<file path="config.mk">
export PLATFORM = sky130hd
export DESIGN_NAME = vga_stream_gen
export DESIGN_NICKNAME = d
export VERILOG_FILES = /design/src/rtl/vga_timing_pkg.sv /design/src/rtl/vga_pixel_fifo.sv /design/src/rtl/vga_stream_gen.sv
export SDC_FILE = /design/constraint.sdc
export NUM_CORES = 1
export LEC_CHECK = 0
export BUFFER_PORTS_ARGS = -buffer_cell sky130_fd_sc_hd__buf_2
export CAP_MARGIN = 40
export CORE_ASPECT_RATIO = 1.5
export CORE_UTILIZATION = 30
export DETAILED_ROUTE_END_ITERATION = 10
export GPL_ROUTABILITY_DRIVEN = 0
export HOLD_SLACK_MARGIN = 0.15
export PLACE_DENSITY = 0.41
export SYNTH_ARGS = -nofsm -noshare
export SYNTH_HDL_FRONTEND = slang
export SYNTH_SLANG_ARGS = --single-unit
</file>
<file path="constraint.sdc">
create_clock -name clk -period 7.2 [get_ports clk]
set_input_delay 0.36 -clock clk [delete_from_list [all_inputs] [get_ports clk]]
set_output_delay 0.36 -clock clk [all_outputs]
set_load 0.01 [all_outputs]
</file>
<file path="src/rtl/vga_timing_pkg.sv">
// Shared timing arithmetic for the gray-scale VGA streaming engine:
// line/frame totals, sync window bounds and counter widths.
package vga_timing_pkg;

    function automatic int unsigned timing_total(input int unsigned act, input int unsigned fp,
                                                 input int unsigned sync, input int unsigned bp);
        return act + fp + sync + bp;
    endfunction

    function automatic int unsigned sync_start(input int unsigned act, input int unsigned fp);
        return act + fp;
    endfunction

    // Last position inside the sync window (inclusive bound avoids overflowing the counter width).
    function automatic int unsigned sync_last(input int unsigned act, input int unsigned fp,
                                              input int unsigned sync);
        return act + fp + sync - 1;
    endfunction

    function automatic int unsigned cnt_width(input int unsigned n);
        return (n < 2) ? 1 : $clog2(n);
    endfunction

    // Fetch counter must be able to hold the full active pixel count itself.
    function automatic int unsigned frame_pix_width(input int unsigned h_act, input int unsigned v_act);
        return cnt_width(h_act * v_act + 1);
    endfunction

endpackage

</file>
<file path="src/rtl/vga_pixel_fifo.sv">
// Small first-word-fall-through prefetch FIFO; a push is accepted while full
// when a pop happens in the same cycle.
module vga_pixel_fifo #(
    parameter int unsigned WIDTH = 4,
    parameter int unsigned DEPTH = 4
) (
    input  logic             clk,
    input  logic             rst_n,
    input  logic             flush,
    input  logic             push,
    input  logic [WIDTH-1:0] din,
    input  logic             pop,
    output logic [WIDTH-1:0] dout,
    output logic             full,
    output logic             empty
);

    localparam int unsigned AW = $clog2(DEPTH);
    localparam int unsigned CW = AW + 1;
    localparam logic [CW-1:0] FULL_CNT = CW'(DEPTH);

    logic [WIDTH-1:0] mem [DEPTH];
    logic [AW-1:0]    wr_ptr;
    logic [AW-1:0]    rd_ptr;
    logic [CW-1:0]    count;
    logic             do_push;
    logic             do_pop;

    assign empty   = (count == '0);
    assign full    = (count == FULL_CNT);
    assign do_pop  = pop && !empty;
    assign do_push = push && (!full || do_pop);
    assign dout    = mem[rd_ptr];

    always_ff @(posedge clk) begin
        if (do_push) begin
            mem[wr_ptr] <= din;
        end
    end

    always_ff @(posedge clk) begin
        if (!rst_n || flush) begin
            wr_ptr <= '0;
            rd_ptr <= '0;
            count  <= '0;
        end else begin
            if (do_push) wr_ptr <= wr_ptr + 1'b1;
            if (do_pop)  rd_ptr <= rd_ptr + 1'b1;
            case ({do_push, do_pop})
                2'b10:   count <= count + 1'b1;
                2'b01:   count <= count - 1'b1;
                default: count <= count;
            endcase
        end
    end

endmodule

</file>
<file path="src/rtl/vga_stream_gen.sv">
// Gray-scale VGA scanout: programmable timing, pixel-clock prescaler and a
// paced prefetch path from an external streaming pixel source.
module vga_stream_gen
    import vga_timing_pkg::*;
#(
    parameter int unsigned GRAY_W     = 4,
    parameter int unsigned DIV_W      = 4,
    parameter int unsigned H_ACTIVE   = 640,
    parameter int unsigned H_FP       = 16,
    parameter int unsigned H_SYNC     = 96,
    parameter int unsigned H_BP       = 48,
    parameter int unsigned V_ACTIVE   = 480,
    parameter int unsigned V_FP       = 10,
    parameter int unsigned V_SYNC     = 2,
    parameter int unsigned V_BP       = 33,
    parameter logic        SYNC_POL   = 1'b0,
    parameter int unsigned FIFO_DEPTH = 4,
    parameter int unsigned MIN_GAP    = 2
) (
    input  logic              clk,
    input  logic              rst_n,
    input  logic              enable,
    input  logic [DIV_W-1:0]  pixel_div,
    output logic              h_sync_out,
    output logic              v_sync_out,
    output logic [GRAY_W-1:0] gray_out,
    output logic              frame_next_pixel_out,
    output logic              frame_reset_out,
    input  logic [GRAY_W-1:0] frame_pixel_in,
    output logic              frame_start_out,
    output logic              underflow_out
);

    localparam int unsigned H_TOTAL = timing_total(H_ACTIVE, H_FP, H_SYNC, H_BP);
    localparam int unsigned V_TOTAL = timing_total(V_ACTIVE, V_FP, V_SYNC, V_BP);
    localparam int unsigned HW      = cnt_width(H_TOTAL);
    localparam int unsigned VW      = cnt_width(V_TOTAL);
    localparam int unsigned FW      = frame_pix_width(H_ACTIVE, V_ACTIVE);
    localparam int unsigned GW      = cnt_width(MIN_GAP + 1);

    localparam logic [HW-1:0] H_LAST     = HW'(H_TOTAL - 1);
    localparam logic [HW-1:0] H_ACT      = HW'(H_ACTIVE);
    localparam logic [HW-1:0] HS_START   = HW'(sync_start(H_ACTIVE, H_FP));
    localparam logic [HW-1:0] HS_LAST    = HW'(sync_last(H_ACTIVE, H_FP, H_SYNC));
    localparam logic [VW-1:0] V_LAST     = VW'(V_TOTAL - 1);
    localparam logic [VW-1:0] V_ACT      = VW'(V_ACTIVE);
    localparam logic [VW-1:0] VS_START   = VW'(sync_start(V_ACTIVE, V_FP));
    localparam logic [VW-1:0] VS_LAST    = VW'(sync_last(V_ACTIVE, V_FP, V_SYNC));
    localparam logic [FW-1:0] FRAME_PIX  = FW'(H_ACTIVE * V_ACTIVE);
    localparam logic [GW-1:0] GAP_LOAD   = GW'(MIN_GAP);
    localparam logic [GW-1:0] GAP_RELOAD = GW'(MIN_GAP - 1);

    logic [DIV_W-1:0]  presc;
    logic [DIV_W-1:0]  div_q;
    logic [HW-1:0]     h_cnt;
    logic [VW-1:0]     v_cnt;
    logic [FW-1:0]     fetch_cnt;
    logic [GW-1:0]     gap_cnt;

    logic              tick;
    logic              active;
    logic              h_in_sync;
    logic              v_in_sync;
    logic              start_tick;
    logic              fr_tick;
    logic              pop;
    logic              issue;
    logic              fifo_flush;
    logic              fifo_full;
    logic              fifo_empty;
    logic [GRAY_W-1:0] fifo_dout;

    always_comb begin
        tick       = (presc == div_q);
        active     = (h_cnt < H_ACT) && (v_cnt < V_ACT);
        h_in_sync  = (h_cnt >= HS_START) && (h_cnt <= HS_LAST);
        v_in_sync  = (v_cnt >= VS_START) && (v_cnt <= VS_LAST);
        start_tick = tick && (h_cnt == '0) && (v_cnt == '0);
        fr_tick    = tick && (h_cnt == '0) && (v_cnt == VS_START);
        pop        = tick && active && !fifo_empty;
        // A slot freed by this cycle's pop may be refilled in the same cycle.
        issue      = rst_n && enable && (!fifo_full || pop) && (gap_cnt == '0)
                     && (fetch_cnt < FRAME_PIX) && !fr_tick;
        fifo_flush = !enable || fr_tick;
    end

    assign frame_next_pixel_out = issue;

    // Tick stage: counters advance and the decoded position is registered onto the outputs.
    always_ff @(posedge clk) begin
        if (!rst_n || !enable) begin
            presc           <= '0;
            div_q           <= pixel_div;
            h_cnt           <= '0;
            v_cnt           <= '0;
            h_sync_out      <= ~SYNC_POL;
            v_sync_out      <= ~SYNC_POL;
            gray_out        <= '0;
            frame_start_out <= 1'b0;
            frame_reset_out <= 1'b0;
            underflow_out   <= 1'b0;
        end else begin
            frame_start_out <= start_tick;
            frame_reset_out <= fr_tick;
            if (tick) begin
                presc <= '0;
                if (start_tick) div_q <= pixel_div;
                if (h_cnt == H_LAST) begin
                    h_cnt <= '0;
                    v_cnt <= (v_cnt == V_LAST) ? '0 : v_cnt + 1'b1;
                end else begin
                    h_cnt <= h_cnt + 1'b1;
                end
                h_sync_out <= h_in_sync ? SYNC_POL : ~SYNC_POL;
                v_sync_out <= v_in_sync ? SYNC_POL : ~SYNC_POL;
                gray_out   <= pop ? fifo_dout : '0;
            end else begin
                presc <= presc + 1'b1;
            end
            if (fr_tick) begin
                underflow_out <= 1'b0;
            end else if (tick && active && fifo_empty) begin
                underflow_out <= 1'b1;
            end
        end
    end

    // Fetch pacing: the frame-reset load keeps the source quiet while it rewinds.
    always_ff @(posedge clk) begin
        if (!rst_n || !enable) begin
            fetch_cnt <= '0;
            gap_cnt   <= '0;
        end else if (fr_tick) begin
            fetch_cnt <= '0;
            gap_cnt   <= GAP_LOAD;
        end else if (issue) begin
            fetch_cnt <= fetch_cnt + 1'b1;
            gap_cnt   <= GAP_RELOAD;
        end else if (gap_cnt != '0) begin
            gap_cnt <= gap_cnt - 1'b1;
        end
    end

    vga_pixel_fifo #(
        .WIDTH (GRAY_W),
        .DEPTH (FIFO_DEPTH)
    ) u_fifo (
        .clk   (clk),
        .rst_n (rst_n),
        .flush (fifo_flush),
        .push  (issue),
        .din   (frame_pixel_in),
        .pop   (pop),
        .dout  (fifo_dout),
        .full  (fifo_full),
        .empty (fifo_empty)
    );

endmodule
</file>
== Yosys cells after proc, flatten, opt, wreduce, memory -nomap -nowiden ==
Memory sizes are Yosys's and may differ from the RTL's. A register that Yosys moved wholly into a read port is not among the register bits.
Index checks and enable logic that the tools add are counted.

* Memories: 1
* Bits in registers: 65
* Word-level logic and storage cells: 96
* Bits in writable memories: 16

{| class="wikitable"
|+ Memory list
! name !! depth !! width !! read ports !! clocked after memory_dff !! write ports !! line !! source
|-
| u_fifo.mem || 4 || 4 || 1 || 1 || 1 || vga_pixel_fifo.sv:22 || <nowiki>logic [WIDTH-1:0] mem [DEPTH];</nowiki>
|}

* Reductions and logical operators: 40
* Equality and inequality tests: 7
* Multiplexer cells: 16
* Magnitude comparators: 7
* Add/sub/neg operators: 9

{| class="wikitable"
|+ Operators with widths
! cell !! count
|-
| $add A10 B1 Y10 const B || 2
|-
| $eq A10 B10 Y1 const B || 2
|-
| $logic_not A10 Y1 || 2
|-
| $mux W10 || 2
|-
| $add A19 B1 Y19 const B || 1
|-
| $lt A19 B19 Y1 const B || 1
|-
| $logic_and A1 B1 Y1 || 16
|-
| $mux W4 || 4
|-
| $eq A10 B9 Y1 const B || 1
|-
| $ge A10 B10 Y1 const B || 1
|-
| $ge A10 B9 Y1 const B || 1
|-
| $le A10 B10 Y1 const B || 1
|-
| $le A10 B9 Y1 const B || 1
|-
| $lt A10 B10 Y1 const B || 1
|-
| $lt A10 B9 Y1 const B || 1
|-
| $mux W2 || 5
|-
| $reduce_bool A2 Y1 || 5
|-
| $pmux W3 S2 || 1
|-
| $logic_not A1 Y1 || 5
|-
| $logic_or A1 B1 Y1 || 5
|-
| $add A2 B1 Y2 const B || 2
|-
| $add A4 B1 Y4 const B || 1
|-
| $eq A4 B4 Y1 || 1
|-
| $mux W1 || 4
|-
| other kinds (11) || 13
|}

== Logic depth before layout (Yosys ltp) ==
Gate-level depths: netlist of run 1.

* Word-level depth: 12
* Depth in mapped cells: 14
* Gate-level depth less buffers: 13

== Modules after synthesis ==
From an unflattened synthesis of run 1, not the netlist that was laid out.

* Cell total of the unflattened synthesis: 404
* Area, all modules: 3961.3 um^2

{| class="wikitable"
|+ By module, submodules not included
! module !! area each (um^2) !! instances !! cells an instance !! seq. area each (um^2)
|-
| vga_stream_gen || 2826.5 || 1 || 326 || 1201.2
|-
| vga_pixel_fifo || 1134.8 || 1 || 78 || 660.6
|}

== Worst setup path before layout of run 1 ==
OpenSTA, ideal clock, no wires.

* Path type: register to register
* Start: register h_cnt[0]
* End: register u_fifo.count[2]
* Stages on the path, launching flop included: 14
* Setup time: 115 ps
* Arrival time: 2614 ps
* Setup slack: 4471 ps
* Clock period less this slack: 2729 ps
* Cell sequence: dfxtp_1 inv_1 ha_1 or4b_2 nor3_2 nand4_1 nand2_1 ha_1 inv_1 fa_1 xor2_1 nor2_1 xnor2_1 nor2_1

* Longest elaborated chain between the ends: 12
* Elaborated cells between the ends (all ways): 22
* Those cells by class: 1 x order compare; 2 x eq/ne; 1 x mux; 18 x reduce/logical

{| class="wikitable"
|+ Ends and longest elaborated chain
! what !! line !! source
|-
| start: declaration || vga_stream_gen.sv:55 || <nowiki>logic [HW-1:0] h_cnt;</nowiki>
|-
| start signal: assignment || vga_stream_gen.sv:112 || <nowiki>h_cnt <= h_cnt + 1'b1;</nowiki>
|-
| $lt A10 B10 Y1 || vga_stream_gen.sv:75 || <nowiki>active = (h_cnt < H_ACT) && (v_cnt < V_ACT);</nowiki>
|-
| $logic_and A1 B1 Y1 || vga_stream_gen.sv:75 ||
|-
| $logic_and A1 B1 Y1 (2 in a row) || vga_stream_gen.sv:80 || <nowiki>pop = tick && active && !fifo_empty;</nowiki>
|-
| $logic_or A1 B1 Y1 || vga_stream_gen.sv:82 || <nowiki>issue = rst_n && enable && (!fifo_full || pop) && (gap_cnt == '0)</nowiki>
|-
| $logic_and A1 B1 Y1 (2 in a row) || vga_stream_gen.sv:82 ||
|-
| $logic_and A1 B1 Y1 (2 in a row) || vga_stream_gen.sv:83 || <nowiki>&& (fetch_cnt < FRAME_PIX) && !fr_tick;</nowiki>
|-
| $logic_and A1 B1 Y1 || vga_pixel_fifo.sv:32 || <nowiki>assign do_push = push && (!full || do_pop);</nowiki>
|-
| $eq A2 B1 Y1 or $eq A2 B2 Y1 (tied branches) || vga_pixel_fifo.sv:49 || <nowiki>case ({do_push, do_pop})</nowiki>
|-
| $pmux W3 S2 or $reduce_bool A2 Y1 (tied branches) || n/a ||
|-
| end signal: assignment || vga_pixel_fifo.sv:50 || <nowiki>2'b10: count <= count + 1'b1;</nowiki>
|-
| end signal: assignment || vga_pixel_fifo.sv:51 || <nowiki>2'b01: count <= count - 1'b1;</nowiki>
|-
| end signal: assignment || vga_pixel_fifo.sv:52 || <nowiki>default: count <= count;</nowiki>
|-
| end: declaration || vga_pixel_fifo.sv:25 || <nowiki>logic [CW-1:0] count;</nowiki>
|}

Parallel ways exist; a longest one is shown, timed or not.
A chain may end at the register's enable or synchronous reset.

== Worst setup path in the final report of run 1 ==
* Start: register div_q[0]
* End: register u_fifo.count[2]

* Longest elaborated chain between the ends: 11
* Elaborated cells between the ends (all ways): 20
* Those cells by class: 3 x eq/ne; 1 x mux; 16 x reduce/logical

{| class="wikitable"
|+ Ends and longest elaborated chain
! what !! line !! source
|-
| start: declaration || vga_stream_gen.sv:54 || <nowiki>logic [DIV_W-1:0] div_q;</nowiki>
|-
| start signal: assignment || vga_stream_gen.sv:93 || <nowiki>div_q <= pixel_div;</nowiki>
|-
| start signal: assignment || vga_stream_gen.sv:107 || <nowiki>if (start_tick) div_q <= pixel_div;</nowiki>
|-
| $eq A4 B4 Y1 (*) || vga_stream_gen.sv:74 || <nowiki>tick = (presc == div_q);</nowiki>
|-
| $logic_and A1 B1 Y1 (2 in a row) || vga_stream_gen.sv:80 ||
|-
| $logic_or A1 B1 Y1 || vga_stream_gen.sv:82 ||
|-
| $logic_and A1 B1 Y1 (2 in a row) || vga_stream_gen.sv:82 ||
|-
| $logic_and A1 B1 Y1 (2 in a row) || vga_stream_gen.sv:83 ||
|-
| $logic_and A1 B1 Y1 || vga_pixel_fifo.sv:32 ||
|-
| $eq A2 B1 Y1 or $eq A2 B2 Y1 (tied branches) || vga_pixel_fifo.sv:49 ||
|-
| $pmux W3 S2 or $reduce_bool A2 Y1 (tied branches) || n/a ||
|}

Every way passes the cells marked *; elsewhere a longest branch is shown, timed or not.

==> out/metrics.yaml, run 1 <==
status:
  status: "complete, no violations"
pwr:
  leakagePower_nw: 1.50
  p_per_area_mw_per_mm2: 229
  ir_drop_mv: 0.104
logic_synthesis:
  synth_seq_cells: 83
  synth.area.mux_share_pct: 2.40
  synth.distinct_cells: 48
  synth-simple-area-share_pct: 24.2
  syn_area_mm2: 0.00375
  netlist_instances: 377
  ys_seq_area_share_pct: 49.7
  synth_top_family_by_area: "simple AND/OR/NAND/NOR gates"
  synth_edf_count: 20
  synth_ff_type: "dfxtp_1"
  synth_nets: 401
  syn_avg_cell_area_um2: 9.94
  synth_compound_area_share_pct: 6.18
  synthAdderAreaFrac_pct: 4.54
  synth-xor-area-share_pct: 9.59
  synthArstFlopShare_pct: 0
  yosysWarningCount: 0
timing:
  rsz0062_at_grt: "false"
  hold_violations: 0
  finalCriticalPeriod_ns: 3.42
  holdWs_ns: 0.190
  min_period_over_period_pct: 47.5
  setup_viol: 0
  fin_worst_skew_ns: 0.0112
  setup_ws_ns: 3.78
  fmax_mhz: 292
  worst_pin_slew_ns: 0.756
  finalSetupTns_ns: 0
  slew_headroom_pct: 49.2
  maxSlewViolCount: 0
critical_path:
  arrival_ns: 3.63
  worstSetupStartpointType: "flip-flop"
  cp-end-kind: "flip-flop"
  required_ns: 7.41
  critPathMaxFanout: 14
  critPathKind: "flip-flop to flip-flop"
  r2r_slack_ns: 3.78
clock_tree:
  clockRootBuffer: "clkbuf_16"
  postCtsResizedCells: 0
  clk_latency_ns: 0.34
  cts_tree: "yes"
  cts_made_buffers: 9
  htreeDepth: 3
  post-cts-setup-buffers: 0
  path_clk_slew_ns: 0.07
  cts.sinks: 83
  cts_buffer_depth: 2
  hold_buffers: 0
routing:
  initialDrtViolationCount: 123
  first_pass_iters: 4
  wl_per_cell_um: 14.0
  ant_nets: 0
  via_per_inst: 4.86
  via_count: 2704
  drt_wl_total_mm: 7.77
  drc: 0
finish:
  final_util_pct: 35.7
  layout.nets: 422
  antennaDiodeCount: 0
  area_growth_pct: 15.1
  fillCellCount: 1219
  fin_cells: 556
  drive_gt1_share_pct: 13.6
floorplan:
  ios: 21
  dieArea_mm2: 0.0129
  initial_core_util_pct: 31.0
  core_mm2: 0.0121
  rows: 49
  die_y_um: 139
  die_w_um: 93.2
placed_design:
  dp_hpwl_mm: 5.54
  portBuffers: 20
  placedCellCount: 540
  dp_slack_ns: 3.75
run:
  max-cap-violations: 0
min_path:
  min_path_type: "input pin to flip-flop"
grt:
  grt_pass1_vias: 2743
  antenna_found_initial: 0
  grt_use_total_pct: 13.3
  overflow: 0
  grt_pass1_wl_mm: 13.3
  grt_start_max_net_pins: 21
[layout by cell type (no fill, tap or decap), types with 4 or more instances in the layout]
| cell | count |
|---|---|
| a21oi_1 | 16 |
| xnor2_1 | 17 |
| nand4_1 | 14 |
| mux4_2 | 4 |
| o21ai_0 | 8 |
| edfxtp_1 | 20 |
| nor3_1 | 7 |
| nor4_1 | 7 |
| dfxtp_1 | 63 |
| ha_1 | 12 |
| buf_2 | 20 |
| nor2_1 | 52 |
| and3_1 | 7 |
| xor2_1 | 24 |
| nand3_1 | 18 |
| nand2_1 | 34 |
| inv_1 | 15 |
| or3_1 | 5 |
| a32o_1 | 4 |
| and2_1 | 7 |
| clkbuf_16 | 9 |
[cells in the mapped netlist, types with 2 or more instances]
| library cell | number | area, um2 |
|---|---|---|
| xor2_1 | 24 | 210 |
| o31ai_1 | 2 | 15.0 |
| buf_4 | 2 | 15.0 |
| xnor2_1 | 17 | 149 |
| nor3_1 | 7 | 35.0 |
| nand2_1 | 34 | 128 |
| nor4_4 | 2 | 42.5 |
| nor4_1 | 7 | 43.8 |
| or3_1 | 5 | 31.3 |
| nand3b_1 | 2 | 15.0 |
| a32o_1 | 4 | 40.0 |
| nand4_1 | 14 | 87.6 |
| inv_1 | 15 | 56.3 |
| nor2_1 | 52 | 195 |
| and4_1 | 3 | 26.3 |
| and2_1 | 7 | 43.8 |
| clkbuf_1 | 6 | 22.5 |
| or4_1 | 2 | 15.0 |
| and3_1 | 7 | 43.8 |
| mux4_2 | 4 | 90.1 |
| ha_1 | 12 | 150 |
| a21oi_1 | 16 | 80.1 |
| o21ai_0 | 8 | 40.0 |
| buf_2 | 3 | 15.0 |
| edfxtp_1 | 20 | 601 |
| dfxtp_1 | 63 | 1260 |
| nand3_1 | 18 | 90.1 |
[state kept, by name, summed over array words and instances (netlist names), 2 cells and up, named ones only]
name           count
h_cnt             10
u_fifo.count       3
gap_cnt            2
fetch_cnt         19
gray_out           4
u_fifo.wr_ptr      2
u_fifo.rd_ptr      2
u_fifo.mem        16
v_cnt             10
presc              4
div_q              4
[metal layers]
layer  up-vias  part of all wire [%]  global-route usage [%]  routed length [um]
met2        23                    53                    23.2                4120
met5         -                     0                       0                   0
met4         0                  0.81                    4.37                  63
met1      1311                    44                    15.3                3390
met3         6                   2.6                    3.89                 199
li1       1364                     -                       -                   -
[final timing paths]
| check | from | end | cells after the start |
|---|---|---|---|
| worst max-delay path | div_q[0]$_DFFE_PP_ | u_fifo.count[2]$_SDFFE_PP0P_ | 13 |
| worst min-delay path | pixel_div[3] | div_q[3]$_DFFE_PP_ | 1 |
| worst max register to register | div_q[0]$_DFFE_PP_ | u_fifo.count[2]$_SDFFE_PP0P_ | 13 |
| worst min register to register | gray_out[3]$_SDFFE_PP0P_ | gray_out[3]$_SDFFE_PP0P_ | 1 |
[metrics by stage]
stage / total power, mW / instance area, um2
2_1_floorplan: 0.519 / 3750
3_3_place_gp: 0.530 / 3980
3_5_place_dp: 0.533 / 4010
4_1_cts: 1.01 / 4310
5_1_grt: 1.03 / 4310
6_report: 0.989 / 4310
[logic make-up (layout without fill, tap and decap cells)]
group / count (synthesis) / in the layout
and+or+nand+nor: 172 / 172
adders and majority gates: 13 / 13
AOI/OAI and AO/OA: 36 / 36
DFF: 83 / 83
muxes: 4 / 4
buffers and inverters: 28 / 54
xor gates and xnor gates: 41 / 41
[power breakdown]
group | total, mW | switching [mW] | internal (mW) | leakage (nW)
clock | 0.467 | 0.195 | 0.273 | 0.144
combinational | 0.0359 | 0.0228 | 0.0130 | 0.661
sequential | 0.486 | 0.00318 | 0.482 | 0.694
[worst max-delay path: stages, from the launching register on]
cell,delay [ns]
edfxtp_1,0.39
xnor2_1,0.20
nand4_1,0.54
o311ai_2,0.46
buf_4,0.26
and2_0,0.36
nand2_1,0.17
ha_1,0.25
inv_1,0.08
fa_1,0.18
xor2_1,0.14
nor2_1,0.06
xnor2_1,0.14
nor2_1,0.06
[cell type report]
type / count / area (um2) / share of cell area [%]
well taps: 153 / 191 / 4.44
clock buffers: 10 / 229 / 5.31
repair buffers: 23 / 143 / 3.31
clock inverters: 6 / 72.6 / 1.68
multi-input cells: 266 / 1760 / 40.8
inverters: 15 / 56.3 / 1.31
flip-flops and latches: 83 / 1860 / 43.2
(Power assumes the default switching activity.)
==> inputs of run 2 (changes only) <==
ABC_AREA = 1   (was not set)
clock period = 3.5 ns   (was 7.2 ns; I/O delays follow)
==> run 2 against run 1 <==
Against the previous run:
- non-clock buffer count up 12
- cell count up 49%
- clock skew down 0.00057 ns
- sequential power up 110%
- critical path depth unchanged
- cell area up 21%
- register-to-register slack worse by 2.9 ns
- count of clock-buffer cells in the layout unchanged
- hold slack better by 0.26 ns
- first-iteration DRC count down 5.7%
- critical path type unchanged
- critical endpoint unchanged
- highest routed layer unchanged
==> out/metrics.yaml, run 2 <==
placed_design:
  portBuffers: 20
  dp_slack_ns: 0.873
  place_area_mm2: 0.00481
  dp_hpwl_mm: 7.82
  placedCellCount: 804
grt:
  overflow: 0
  grt_start_max_net_pins: 25
  grt_use_total_pct: 14.8
  grt_pass1_vias: 3743
  grt_pass1_wl_mm: 18.1
  antenna_found_initial: 0
pwr:
  p_clk_share_pct: 50.1
  combPwrFrac_pct: 4.8
  switching_share_pct: 22.1
  p_seq_share_pct: 45.1
  finalPower_mw: 2.22
  power_switching_mw: 0.490
  leakagePower_nw: 1.93
  p_per_area_mw_per_mm2: 425
  intPower_mw: 1.73
  ir_drop_mv: 0.237
finish:
  fin_area_mm2: 0.00523
  area_growth_pct: 15.4
  regMostFlops: "fetch_cnt"
  top_regs: "fetch_cnt (19), u_fifo.mem (16)"
  layout_commonest_cell: "nand2_1"
  antennaDiodeCount: 0
  drive_gt1_share_pct: 13.8
  final_util_pct: 35.7
  fin_cells: 828
  final_cell_mix: "nand2_1 (148), nor2_1 (77), dfxtp_1 (63)"
  largest_register_ffs: 19
  layout.nets: 651
timing:
  fmax_mhz: 378
  rsz0062_at_grt: "false"
  setup_viol: 0
  worst_pin_slew_ns: 0.722
  setup_ws_ns: 0.851
  slew_headroom_pct: 51.8
  holdWs_ns: 0.450
  min_period_over_period_pct: 75.7
  finalSetupTns_ns: 0
  fin_worst_skew_ns: 0.0106
  finalCriticalPeriod_ns: 2.65
  hold_violations: 0
  maxSlewViolCount: 0
clock_tree:
  cts_buffer_depth: 2
  cts_tree: "yes"
  cts_made_buffers: 9
  path_clk_slew_ns: 0.07
  htreeDepth: 3
  post-cts-setup-buffers: 0
  clk_latency_ns: 0.34
  clockRootBuffer: "clkbuf_16"
  cts.sinks: 83
  postCtsResizedCells: 0
logic_synthesis:
  synth_area_leaders: "dfxtp_1 (28%), edfxtp_1 (13%), nand2_1 (12%)"
  synth_nets: 621
  synth_area_leader_cell: "dfxtp_1"
  netlist_instances: 597
  syn_area_mm2: 0.00453
  netlist.area_leader.share_pct: 27.8
  synth_edf_count: 20
  synth_commonest_cells: "nand2_1 (148), nor2_1 (77), dfxtp_1 (63), inv_1 (62), nand4_1 (34)"
  ys_seq_area_share_pct: 41.1
  synth_seq_cells: 83
  synth_ff_type: "dfxtp_1"
  syn_avg_cell_area_um2: 7.59
  synth_most_common_cell: "nand2_1"
  synth.distinct_cells: 42
  synthArstFlopShare_pct: 0
  yosysWarningCount: 0
critical_path:
  critPathMaxStageDelay_ns: 0.37
  worstSetupStartpointType: "flip-flop"
  critical-path-slowest-cell: "fa_1"
  r2r_slack_ns: 0.85
  cp-end-kind: "flip-flop"
  critPathKind: "flip-flop to flip-flop"
  required_ns: 3.71
  arrival_ns: 2.85
  path_cells: "inv_1 -> ha_1 -> nand2_1 -> nor3_2 -> nand3_4 -> nand3_4 -> ha_1 -> inv_1 -> fa_1 -> a21oi_1 -> o21ai_0 -> xor2_1 -> nor2_1"
  critPathMaxFanout: 19
routing:
  via_per_inst: 4.69
  ant_nets: 0
  wl_per_cell_um: 13.1
  via_count: 3880
  initialDrtViolationCount: 116
  first_pass_iters: 6
  drt_wl_total_mm: 10.8
  drc: 0
min_path:
  min_path_type: "flip-flop to flip-flop"
run:
  max-cap-violations: 0
floorplan:
  die_w_um: 102
  ios: 21
  die_y_um: 152
  dieArea_mm2: 0.0156
  initial_core_util_pct: 30.9
  core_mm2: 0.0147
  rows: 54
status:
  status: "complete, no violations"
-- run 2: changes by cell type in the layout (fill, tap and decap cells not counted), sizes merged, moves of 9 or more --
cell / before / now
o21ai: 9 / 19
a21oi: 16 / 39
nand3: 18 / 34
inv: 17 / 71
nand2: 35 / 155
xor2: 24 / 8
nor2: 53 / 84
nor4: 10 / 1
xnor2: 17 / 6
nand4: 15 / 34
-- run 2: repair_timing --
item | in CTS | in global routing
hold buffers | 8 | 0
hold endpoints to repair | 20 | 0
endpoints found under the setup margin | 0 | 0
-- run 2: power by group through the flow --
stage	clock [mW]	combinational, mW	sequential (mW)
floorplan	0	0.0745	1.02
CTS	1.14	0.109	1.00
global placement	0	0.101	1.02
finish	1.11	0.107	1.00
detailed placement	0	0.102	1.02
global route	1.18	0.122	1.00
-- run 2: per-layer routing --
layer	track usage (%)	wire, um
met1	17.4	4790
met3	2.89	285
met2	26.0	5530
met4	5.44	209
met5	0	0
-- run 2: cell type report --
class,instances,area (um2)
timing repair buffer,35,233
clock inverter,6,113
multi-input combinational,427,2280
fill,1595,9430
inverter,71,267
tap,196,245
clock buffer,10,229
sequential,83,1860
-- run 2: final timing paths --
check	from	endpoint	cells past startpoint
setup / recovery	h_cnt[0]$_SDFFE_PP0P_	u_fifo.count[2]$_SDFFE_PP0P_	13
hold / removal	gray_out[3]$_SDFFE_PP0P_	gray_out[3]$_SDFFE_PP0P_	2
setup reg to reg	h_cnt[0]$_SDFFE_PP0P_	u_fifo.count[2]$_SDFFE_PP0P_	13
hold reg to reg	gray_out[3]$_SDFFE_PP0P_	gray_out[3]$_SDFFE_PP0P_	2
-- run 2: critical path: cells and delay by family, from the launching register on --
family | cells | cell delay, ns
AOI/OAI and AO/OA | 2 | 0.26
xor gates and xnor gates | 1 | 0.15
adders and majority gates | 3 | 0.69
buffers and inverters | 2 | 0.15
DFF | 1 | 0.36
and+or+nand+nor | 5 | 0.89
-- run 2: kinds of logic after synthesis --
| group | count (synthesis) | synth area share, % |
|---|---|---|
| muxes | 1 | 0.249 |
| buffers and inverters | 87 | 8.54 |
| xor gates and xnor gates | 14 | 2.71 |
| AOI/OAI and AO/OA | 69 | 9.92 |
| adders and majority gates | 13 | 3.76 |
| and+or+nand+nor | 330 | 33.7 |
| DFF | 83 | 41.1 |
==> inputs of run 3 (changes only) <==
PLACE_DENSITY = 0.42   (was 0.41)
clock period = 2.17 ns   (was 3.5 ns; I/O delays follow)
==> run 3 against run 2 <==
Against the previous run:
- highest routed layer unchanged
- critical endpoint unchanged
- die area stayed put
- critical path depth grew 1
- flip-flop and latch count unchanged
- critical path type unchanged
- clock power rose by 50%
- sequential share of layout area is 2.0 points lower
==> out/metrics.yaml, run 3 (synthesized netlist as in run 2, its figures left out) <==
status:
  status: "complete, no violations"
placed_design:
  dp_hpwl_mm: 8.39
  portBuffers: 20
floorplan:
  initial_core_util_pct: 30.9
  ios: 21
  core_mm2: 0.0147
  dieArea_mm2: 0.0156
  die_y_um: 152
  rows: 54
  die_w_um: 102
critical_path:
  cp-end-kind: "flip-flop"
  timing.rr.end: "u_fifo.count[2]$_SDFFE_PP0P_"
  path_cells: "inv_1 -> nand2_1 -> nand2_1 -> nand2_2 -> nor2_8 -> nand3_4 -> nand3_4 -> ha_4 -> inv_2 -> fa_2 -> a21oi_2 -> o21ai_1 -> xor2_1 -> nor2_1"
  worstSetupStartpointType: "flip-flop"
  critPathKind: "flip-flop to flip-flop"
  r2r_slack_ns: 0.07
  critPathMaxFanout: 3
  required_ns: 2.40
  critical-path-slowest-cell: "edfxtp_1"
  arrival_ns: 2.33
  r2r_start: "div_q[0]$_DFFE_PP_"
  crit_end: "u_fifo.count[2]$_SDFFE_PP0P_"
  cp-startpoint: "div_q[0]$_DFFE_PP_"
  r2r_cells: 14
  critPathMaxStageDelay_ns: 0.43
timing:
  worst_pin_slew_ns: 0.491
  setup_viol: 0
  hold_violations: 0
  fin_worst_skew_ns: 0.00869
  holdWs_ns: 0.256
  fmax_mhz: 476
  maxSlewViolCount: 0
  slew_headroom_pct: 67.0
  finalCriticalPeriod_ns: 2.10
  rsz0062_at_grt: "true"
  min_period_over_period_pct: 96.8
  finalSetupTns_ns: 0
clock_tree:
  cts_made_buffers: 9
  cts_tree: "yes"
  htreeDepth: 3
  path_clk_slew_ns: 0.07
  clk_latency_ns: 0.34
  clockRootBuffer: "clkbuf_16"
  cts_buffer_depth: 2
  cts.sinks: 83
grt:
  antenna_found_initial: 0
  grt_pass1_vias: 3936
  grt_pass1_wl_mm: 18.9
  grt_use_total_pct: 15.7
  grt_start_max_net_pins: 22
  overflow: 0
routing:
  wl_per_cell_um: 13.1
  initialDrtViolationCount: 137
  via_count: 3991
  drt_wl_total_mm: 11.3
  drc: 0
  first_pass_iters: 4
  via_per_inst: 4.63
  ant_nets: 0
min_path:
  min_path_type: "input pin to flip-flop"
pwr:
  leakagePower_nw: 2.11
  p_per_area_mw_per_mm2: 627
  ir_drop_mv: 0.412
finish:
  layout_commonest_cell: "nand2_1"
  regMostFlops: "fetch_cnt"
  layout.nets: 685
  final_util_pct: 37.9
  fillCellCount: 1576
  top_regs: "fetch_cnt (19), u_fifo.mem (16)"
  final_cell_mix: "nand2_1 (146), nor2_1 (75), dfxtp_1 (60)"
  largest_register_ffs: 19
  area_growth_pct: 22.5
  drive_gt1_share_pct: 20.3
  antennaDiodeCount: 0
run:
  max-cap-violations: 0
-- run 3: changes by cell type in the layout (fill, tap and decap cells not counted), moves of 3 or more --
cell / previous run / this run
buf_4: 7 / 38
dfxtp_1: 63 / 60
dfxtp_2: 0 / 3
inv_1: 62 / 59
-- run 3: cell type report --
cell class / instances / area [um2] / area share [%]
well taps: 196 / 245 / 4.42
clock buffers: 10 / 229 / 4.13
repair buffers: 69 / 523 / 9.42
inverters: 71 / 269 / 4.85
multi-input cells: 427 / 2330 / 42.0
clock inverters: 6 / 90.1 / 1.62
flip-flops and latches: 83 / 1870 / 33.6
-- run 3: metal layers --
layer	part of all wire, %	vias to the layer above	global-route usage [%]
met5	0	-	0
li1	-	2095	-
met2	52	38	27.4
met4	1.9	0	5.17
met1	44	1841	18.7
met3	2.0	17	3.26
-- run 3: how the worst min path moves through the flow --
stage	startpoint	cells past startpoint	to
final	enable	4	frame_start_out$_SDFF_PP0_
after CTS	enable	4	v_cnt[5]$_SDFFE_PP0P_
after detailed placement	pixel_div[3]	1	div_q[3]$_DFFE_PP_
after floorplan	pixel_div[0]	0	div_q[0]$_DFFE_PP_
after global routing	enable	4	v_cnt[5]$_SDFFE_PP0P_
after global placement	pixel_div[2]	1	div_q[2]$_DFFE_PP_
-- run 3: what timing repair did --
action	4_1_cts	5_1_grt
endpoints found under the setup margin	2	3
cloned	0	0
buffers inserted	0	5
hold buffers	8	0
hold endpoints to repair	20	0
gates resized for setup	5	14
pin swaps	0	8
-- run 3: worst max-delay path: cells and delay by family (launching register included) --
family	cells	cell delay, ns
and+or+nand+nor	7	0.58
adders and majority gates	2	0.48
DFF	1	0.43
AOI/OAI and AO/OA	2	0.20
xor gates and xnor gates	1	0.17
buffers and inverters	2	0.14
-- run 3: power breakdown --
group / internal [mW] / switching, mW / total, mW
clock network: 1.01 / 0.650 / 1.66
registers: 1.60 / 0.0132 / 1.62
logic: 0.0767 / 0.124 / 0.201
total: 2.69 / 0.788 / 3.48
-- run 3: stage by stage --
stage | setup WS [ns] | power [mW] | cells | cell area [um2]
finish | 0.0698 | 3.48 | 862 | 5550
global placement | 0.0198 | 1.83 | 833 | 5060
detailed placement | -0.000548 | 1.83 | 833 | 5060
global route | -0.0503 | 3.62 | 862 | 5550
CTS | 0.0113 | 3.53 | 857 | 5470
floorplan | -0.0504 | 1.77 | 597 | 4560
